`src/rtl/reg_apb_pkg.sv`:
```
// Shared types and constants for the REG_BUS to APB4 bridge.
package reg_apb_pkg;

  typedef enum logic [1:0] {
    IDLE   = 2'd0,
    SETUP  = 2'd1,
    ACCESS = 2'd2,
    RESP   = 2'd3
  } state_e;

  localparam int unsigned APB_AW = 32;
  localparam int unsigned APB_DW = 32;
  localparam int unsigned APB_SW = APB_DW / 8;

  localparam logic [2:0] PPROT_DEFAULT = 3'b000;

  // Stall counter width: enough to hold the timeout value, never below one bit.
  function automatic int unsigned cnt_width(input int unsigned timeout);
    int unsigned w;
    w = $clog2(timeout + 1);
    return (w < 1) ? 1 : w;
  endfunction

endpackage

```
`src/rtl/reg_to_apb.sv`:
```
// REG_BUS slave to APB4 master bridge. Each request is captured in IDLE,
// sequenced through SETUP and ACCESS, and answered with a one-cycle ready in
// RESP. An optional stall counter turns a hung APB slave into an error.
//
// state  | meaning
// IDLE   | waiting for valid; captures the request fields
// SETUP  | APB setup phase, psel high, penable low
// ACCESS | APB access phase, waiting for pready (or stall timeout)
// RESP   | registered ready pulse back to the REG_BUS master
module reg_to_apb
  import reg_apb_pkg::*;
#(
  parameter int unsigned TimeoutCycles = 1024,
  parameter logic [2:0]  PprotValue    = PPROT_DEFAULT
) (
  input  logic              clk_i,
  input  logic              rst_i,
  // REG_BUS slave side
  input  logic [APB_AW-1:0] reg_addr_i,
  input  logic              reg_write_i,
  input  logic [APB_DW-1:0] reg_wdata_i,
  input  logic [APB_SW-1:0] reg_wstrb_i,
  input  logic              reg_valid_i,
  output logic [APB_DW-1:0] reg_rdata_o,
  output logic              reg_ready_o,
  output logic              reg_error_o,
  // APB4 master side
  output logic [APB_AW-1:0] paddr_o,
  output logic              psel_o,
  output logic              penable_o,
  output logic              pwrite_o,
  output logic [APB_DW-1:0] pwdata_o,
  output logic [APB_SW-1:0] pstrb_o,
  output logic [2:0]        pprot_o,
  input  logic [APB_DW-1:0] prdata_i,
  input  logic              pready_i,
  input  logic              pslverr_i
);

  localparam int unsigned CntW = cnt_width(TimeoutCycles);

  state_e            state_q, state_d;
  logic [APB_AW-1:0] addr_q, addr_d;
  logic              write_q, write_d;
  logic [APB_DW-1:0] wdata_q, wdata_d;
  logic [APB_SW-1:0] strb_q, strb_d;
  logic [APB_DW-1:0] rdata_q, rdata_d;
  logic              error_q, error_d;
  logic [CntW-1:0]   cnt_q, cnt_d;

  // State and capture registers; reset clears everything so the APB and
  // REG_BUS outputs fall to zero immediately, even mid-transfer.
  always_ff @(posedge clk_i or posedge rst_i) begin
    if (rst_i) begin
      state_q <= IDLE;
      addr_q  <= '0;
      write_q <= 1'b0;
      wdata_q <= '0;
      strb_q  <= '0;
      rdata_q <= '0;
      error_q <= 1'b0;
      cnt_q   <= '0;
    end else begin
      state_q <= state_d;
      addr_q  <= addr_d;
      write_q <= write_d;
      wdata_q <= wdata_d;
      strb_q  <= strb_d;
      rdata_q <= rdata_d;
      error_q <= error_d;
      cnt_q   <= cnt_d;
    end
  end

  // Next-state, request capture, response capture and stall counting.
  always_comb begin
    state_d = state_q;
    addr_d  = addr_q;
    write_d = write_q;
    wdata_d = wdata_q;
    strb_d  = strb_q;
    rdata_d = rdata_q;
    error_d = error_q;
    cnt_d   = cnt_q;

    case (state_q)
      IDLE: begin
        if (reg_valid_i) begin
          addr_d  = reg_addr_i;
          write_d = reg_write_i;
          wdata_d = reg_wdata_i;
          // Reads never carry strobes on APB4.
          strb_d  = reg_write_i ? reg_wstrb_i : '0;
          cnt_d   = '0;
          state_d = SETUP;
        end
      end

      SETUP: begin
        state_d = ACCESS;
      end

      ACCESS: begin
        if (pready_i) begin
          rdata_d = write_q ? '0 : prdata_i;
          error_d = pslverr_i;
          state_d = RESP;
        end else begin
          if (cnt_q != '1) begin
            cnt_d = cnt_q + 1'b1;
          end
          if ((TimeoutCycles != 0) && (cnt_d == CntW'(TimeoutCycles))) begin
            rdata_d = '0;
            error_d = 1'b1;
            state_d = RESP;
          end
        end
      end

      RESP: begin
        state_d = IDLE;
      end

      default: begin
        state_d = IDLE;
      end
    endcase
  end

  assign psel_o      = (state_q == SETUP) || (state_q == ACCESS);
  assign penable_o   = (state_q == ACCESS);
  assign reg_ready_o = (state_q == RESP);

  assign paddr_o     = addr_q;
  assign pwrite_o    = write_q;
  assign pwdata_o    = wdata_q;
  assign pstrb_o     = strb_q;
  assign pprot_o     = PprotValue;

  assign reg_rdata_o = rdata_q;
  assign reg_error_o = error_q;

endmodule

```
`config.mk`:
```
export PLATFORM = sky130hd
export DESIGN_NAME = reg_to_apb
export DESIGN_NICKNAME = d
export VERILOG_FILES = /design/src/rtl/reg_apb_pkg.sv /design/src/rtl/reg_to_apb.sv
export SDC_FILE = /design/constraint.sdc
export NUM_CORES = 1
export LEC_CHECK = 0
export ABC_CLOCK_PERIOD_IN_PS = 5100
export CAP_MARGIN = 20
export CORE_ASPECT_RATIO = 0.7
export CORE_UTILIZATION = 40
export DETAILED_ROUTE_END_ITERATION = 10
export GPL_TIMING_DRIVEN = 1
export PLACE_DENSITY = 0.8
export RECOVER_POWER = 25
export SLEW_MARGIN = 5
export SYNTH_ARGS = -nofsm -noshare
export SYNTH_HDL_FRONTEND = slang
export SYNTH_SLANG_ARGS = --single-unit
```
`constraint.sdc`:
```
create_clock -name clk_i -period 5.1 [get_ports clk_i]
set_input_delay 1.02 -clock clk_i [delete_from_list [all_inputs] [get_ports clk_i]]
set_output_delay 1.02 -clock clk_i [all_outputs]
set_load 0.02 [all_outputs]
```
# After elaboration in Yosys (flattened, before gate mapping)
# Cells that the tools add are included.
dict set report totals {
  out_inout_bits 108
  reg_bits 115
  word_cells 41
  input_bits 106
}
dict set report op_classes {
  mux 16
  n_eq_ne 8
  addsub 1
  n_reduce_logical 8
}
# op count
set ops {}
lappend ops {{$mux W32} 3}
lappend ops {{$mux W11} 5}
lappend ops {{$pmux W11 S2} 1}
lappend ops {{$add A11 B1 Y11 const B} 1}
lappend ops {{$eq A11 B11 Y1 const B} 1}
lappend ops {{$ne A11 B11 Y1 const B} 1}
lappend ops {{$pmux W2 S4} 1}
lappend ops {{$mux W2} 3}
lappend ops {{$reduce_and A2 Y1} 3}
lappend ops {{$eq A2 B2 Y1 const B} 2}
lappend ops {{$mux W4} 1}
lappend ops {{$ne A2 B2 Y1 const B} 2}
lappend ops {{$reduce_bool A2 Y1} 2}
lappend ops {{$ne A3 B1 Y1 const B} 1}
lappend ops {{$reduce_and A3 Y1} 1}
lappend ops {{$eq A2 B1 Y1 const B} 1}
lappend ops {{$logic_not A2 Y1} 1}
lappend ops {{$mux W1} 2}
lappend ops {{$logic_or A1 B1 Y1} 1}

# Logic depth before layout (Yosys ltp)
dict set report logic_depth {
  word_depth 8
  mapped_depth 9
  mapped_depth_nobuf 8
}

# Worst setup path after synthesis
# Ideal clock, no wire load.
dict set report synth_path {
  path_type {flip-flop to flip-flop}
  start {register cnt_q[1]}
  end {register rdata_q[0], in the netlist reg_rdata_o[0]}
  setup_ns 0.123
  t_required_ns 4.977
  arrival_time_ns 2.107
  n_path_buf 1
  synth_period_minus_slack_ns 2.230
  setup_slack_ns 2.870
  path_stages_with_launch 9
  path_cell_list {dfrtp_1 > ha_1 > nand4_1 > or4_1 > nand3_2 > nand2_2 > nor3b_4 > buf_8 > o21ai_2}
}
dict set report synth_between {
  elab_chain_cells 7
  elab_cells_between_ends 8
  classes_between {1 x add/sub; 2 x eq/ne; 3 x mux; 2 x reduce/logical}
}
# item line
set synth_rtl {}
lappend synth_rtl {{start, declared} reg_to_apb.sv:49} ;# logic [CntW-1:0] cnt_q, cnt_d;
lappend synth_rtl {{start signal, assigned} reg_to_apb.sv:71} ;# cnt_q <= cnt_d;
lappend synth_rtl {{$add A11 B1 Y11 / $ne A11 B11 Y1 (equally long branches)} {reg_to_apb.sv:110, reg_to_apb.sv:109}}
lappend synth_rtl {{$mux W11 (*)} reg_to_apb.sv:109} ;# if (cnt_q != '1) begin
lappend synth_rtl {{$mux W11 (*)} reg_to_apb.sv:104} ;# if (pready_i) begin
lappend synth_rtl {{$mux W11 (*)} reg_to_apb.sv:86} ;# case (state_q)
lappend synth_rtl {{$eq A11 B11 Y1 (*)} reg_to_apb.sv:112} ;# if ((TimeoutCycles != 0) && (cnt_d == CntW'(TimeoutCycles))) begin
lappend synth_rtl {{$reduce_bool A2 Y1 (no source line) (*)} n/a}
lappend synth_rtl {{$reduce_and A2 Y1 (no source line) (*)} n/a}
lappend synth_rtl {{end signal, assigned} reg_to_apb.sv:69} ;# rdata_q <= rdata_d;
lappend synth_rtl {{end, declared} reg_to_apb.sv:47} ;# logic [APB_DW-1:0] rdata_q, rdata_d;
# Every way passes the cells marked *; elsewhere a longest branch is shown, timed or not. The select of a mux whose other input is x is not followed.
# A chain may end at the register's enable or synchronous reset.

# Worst setup path after layout
dict set report layout_path {
  start {register state_q[0]}
  end {output penable_o}
}
dict set report layout_between {
  elab_chain_cells 1
}
# item line
set layout_rtl {}
lappend layout_rtl {{start, declared} reg_to_apb.sv:42} ;# state_e state_q, state_d;
lappend layout_rtl {{start signal, assigned} reg_to_apb.sv:64} ;# state_q <= state_d;
lappend layout_rtl {{$eq A2 B2 Y1} reg_to_apb.sv:131} ;# assign penable_o = (state_q == ACCESS);
lappend layout_rtl {{end, declared} reg_to_apb.sv:30} ;# output logic penable_o,
# No other way between the ends.

==> results <==
- The final total negative setup slack is 0 ns.
- Counting flops with a built-in enable in the synthesized netlist gives 0.
- After detailed routing, the total wire length is 13.7 mm.
- The post-route antenna net violation count is 0.
- The path category of the worst min-delay check is reg -> reg.
- The half-perimeter wire length after detailed placement is 9.83 mm.
- The clock input transition at the sequential cells of the worst setup and hold paths is 0.06 ns.
- The setup skew after layout is 0.0110 ns.
- The critical path is of the reg -> out type.
- The critical path goes through inv_1, ha_1, buf_4, clkdlybuf4s50_1.
- STA puts the critical path data arrival time at 2.19 ns.
- The count of yosys warnings during synthesis is 0.
- The number of placement rows is 35.
- The synthesis-to-layout area growth is 52.4%.
- The first-pass GRT wire length is 22.3 mm.
- The max-slew violation count is 34.
- The root buffer cell chosen for the clock tree is clkbuf_16.
- Setup repair after global routing left no endpoint under its margin.
- Of the synthesized area, sequential elements account for 0.533.
- In this run the mean area of a mapped cell was 11.7 um^2.
- The most critical setup path has its startpoint at state_q[0].
- Input and output buffers added on the ports amount to 210.
- The critical path endpoint category is a primary output.
- The final critical-path share of the clock period is 0.629.
- The repair_antennas step left the layout with diodes totalling 0.
- The number of detailed-routing iterations run before antenna repair is 4.
- The terminus of the critical flop-to-flop path is state_q[0].
- The post-synthesis instance area is 5400 um^2.
- The critical-path cell with the highest stage delay is clkdlybuf4s50_1.
- The largest fanout of any net on the critical path is 38.
- IR analysis of the VDD net gives a maximum drop of 0.378 mV.
- The checks that failed: max-capacitance violations, max-slew violations.
- The register-to-register setup slack is 1.93 ns.
- The longest clock path from root to sink contains 2 buffers.
- Entering global routing, the biggest net connects 43 pins.
- The initial cell density of the core is 0.410.
- The number of ports placed on the die boundary is 214.
- In this run, synthesis produced a sequential element count of 115.
- The number of cells upsized or downsized after cts is 0.
- After filler insertion, the fill cell instance count of the layout stands at 1028.
- At the placement stage, the worst setup path has a slack of 1.85 ns.
- The number of max-capacitance violations reported is 1.
- The die is 141 um wide.
- The die area is 14000 um^2.
- The total power per unit cell area is 640 nW/um^2.
- The post-CTS setup repair buffer count is 0.
- The flow ran to the end, but the final reports show violations.
- The via count of the first global-routing pass came to 4479.
- The worst setup path is launched from a flop.
- After layout, the worst setup slack is 1.89 ns.
- The number of clock sinks is 115.
- For the pin with the worst max-slew slack, the measured transition is 1.52 ns.
- The number of DRC markers in iteration 0 is 139.
- The depth of the worst register-to-register path is 8.
- The synthesized netlist contains 49 unique library cells.
- The total count of hold-check failures in the final report is 0.
- The CTS tree is built.
- Summing over every cut layer, the via total after detailed routing is 4342.
- In the synthesized netlist, the number of instances is 461.
- The top flip-flop cell by instance count after synthesis is dfrtp_1.
- The clock period minus final worst setup slack is 3.21 ns.
- The total power of the final layout is 5.27 mW.
- The global placer's final weighted congestion is 0.854.
- The critical path ends at penable_o.
- In this design, the stage delay of the slowest critical-path cell is 0.69 ns.
- The initial antenna violation count is 0.
- The achievable clock frequency is 312 MHz.
- The core footprint is 13200 um^2.
- The endpoint required time on the critical path is 4.08 ns.
- The H-tree depth is 4.
- The number of buffers inserted during clock tree synthesis is 17.
- From bottom edge to top edge, the die measures 99.2 um.
- The final setup violation count is 0.
- Dividing the detail-routed via count by the number of cells gives 5.00.
- The final core utilization is 0.625.
- The remaining design rule violation count is 0.
- At the later pin of the worst-skew pair, clock insertion delay measures 0.40 ns.
- The leakage power figure is 3.32 nW.
- The headroom to the max-slew limit is -0.0164.
- The net count of the finished layout is 782.
- The number of hold buffers added after CTS was 0.
- The worst register-to-register path begins at cnt_q[1].
- The share of synthesized registers carrying an async set or reset is 1.00.
- The routed length per placed instance is 15.8 um.
- The combined global-route utilization of all metal layers is 0.204.
- For this run the aggregate overflow at the end of global routing stands at 0.
- The share of cells above drive strength 1 is 0.190.
[final cells by class]
| class | count | area (um^2) | area share |
|---|---|---|---|
| sequential | 115 | 2880 | 0.350 |
| multi-input combinational | 317 | 2360 | 0.287 |
| timing repair buffer | 217 | 2150 | 0.262 |
| clock buffer | 19 | 443 | 0.0538 |
| tap | 185 | 231 | 0.0281 |
| clock inverter | 13 | 151 | 0.0184 |
| inverter | 3 | 12.5 | 0.00152 |
[critical path: cells and delay by family, from the launching register on]
| kind | cells | cell delay [ns] |
|---|---|---|
| adders and majority gates | 1 | 0.18 |
| buffers and inverters | 3 | 1.20 |
| DFF | 1 | 0.41 |
[cell usage in the layout, fill, tap and decap left out, types with 2 or more instances in the layout]
cell type and n:
clkdlybuf4s50_1 209, dfrtp_1 115, mux2_2 45, a21oi_1 42
nand2b_1 36, nor2b_1 34, o21ai_2 30, nand2_1 23
mux2_1 22, clkbuf_16 17, o21ai_1 10, nand3_1 7
o21ai_0 7, nor2_1 7, buf_4 7, ha_1 5
nand4_1 4, nand3_2 3, o31a_1 3, conb_1 3
clkinvlp_4 3, clkinv_4 3, inv_6 3, or4_1 2
nand4_2 2, nand2_2 2, mux2i_1 2, o211ai_1 2
or3_1 2, inv_1 2, nor3_1 2, a31oi_1 2
bufinv_16 2
[registers in the layout, summed over array words and instances, names as in the netlist]
| name | count |
|---|---|
| paddr_o | 32 |
| pstrb_o | 4 |
| pwdata_o | 32 |
| reg_error_o | 1 |
| cnt_q | 11 |
| reg_rdata_o | 32 |
| state_q | 2 |
| pwrite_o | 1 |
[report_power, final]
part           switching (mW)  internal (mW)  total, mW
registers               0.256           1.33       1.58
clock network           0.445          0.741       1.19
logic                    1.24           1.26       2.50
[how the worst min path moves through the flow]
stage	end	from	slack, ns	depth (start not counted)
3_3_place_gp	pstrb_o[2]	pstrb_o[2]	0.47	2
3_5_place_dp	pstrb_o[3]	pstrb_o[3]	0.48	2
5_1_grt	pstrb_o[1]	pstrb_o[1]	0.52	2
2_1_floorplan	state_q[0]	state_q[0]	0.50	1
4_1_cts	pstrb_o[1]	pstrb_o[1]	0.49	2
6_report	pstrb_o[1]	pstrb_o[1]	0.48	2
[metal layers]
metal  global-route usage  vias up  routed length (um)
met1                0.254     2121                5930
li1                     -     2048                   -
met4               0.0736        0                 176
met2                0.336      159                6640
met5                    0        -                   0
met3               0.0621       14                 970
[cells by family (layout without fill, tap and decap cells)]
group / Yosys count / after routing / synth area share
other cells: 1 / 3 / 0.000694
flops: 115 / 115 / 0.533
fa+ha+maj: 5 / 5 / 0.0116
simple gates: 134 / 134 / 0.148
mux: 69 / 69 / 0.143
compound gates: 106 / 106 / 0.132
buf+inv: 31 / 252 / 0.0322
[synthesized netlist by cell type, types with 2 or more instances]
| master | number | share of area |
|---|---|---|
| inv_1 | 3 | 0.0021 |
| nand3_2 | 3 | 0.0056 |
| ha_1 | 5 | 0.012 |
| nand4_2 | 2 | 0.0046 |
| or4_1 | 2 | 0.0028 |
| nand3_1 | 7 | 0.0065 |
| mux2i_1 | 2 | 0.0037 |
| nor2_1 | 8 | 0.0056 |
| buf_4 | 6 | 0.0083 |
| a31oi_1 | 2 | 0.0023 |
| o21ai_1 | 10 | 0.0093 |
| nand4_1 | 4 | 0.0046 |
| mux2_2 | 45 | 0.094 |
| nor2b_1 | 34 | 0.039 |
| o211ai_1 | 2 | 0.0028 |
| o21ai_0 | 7 | 0.0065 |
| nand2_1 | 24 | 0.017 |
| o21ai_2 | 30 | 0.049 |
| nand2b_1 | 36 | 0.042 |
| nor3_1 | 2 | 0.0019 |
| dfrtp_1 | 115 | 0.53 |
| clkbuf_1 | 18 | 0.013 |
| a21oi_1 | 42 | 0.039 |
| mux2_1 | 22 | 0.046 |
| buf_8 | 3 | 0.0083 |
| o31a_1 | 3 | 0.0049 |
| or3_1 | 2 | 0.0023 |
[through the flow]
stage               instance area (um^2)  std cells  hold WS [ns]
global placement                    7640        837         0.470
floorplan                           5410        463         0.504
CTS                                 8230        869         0.493
finish                              8230        869         0.484
detailed placement                  7640        837         0.479
global route                        8230        869         0.517
Note: power is estimated with default switching activity, not from simulation.
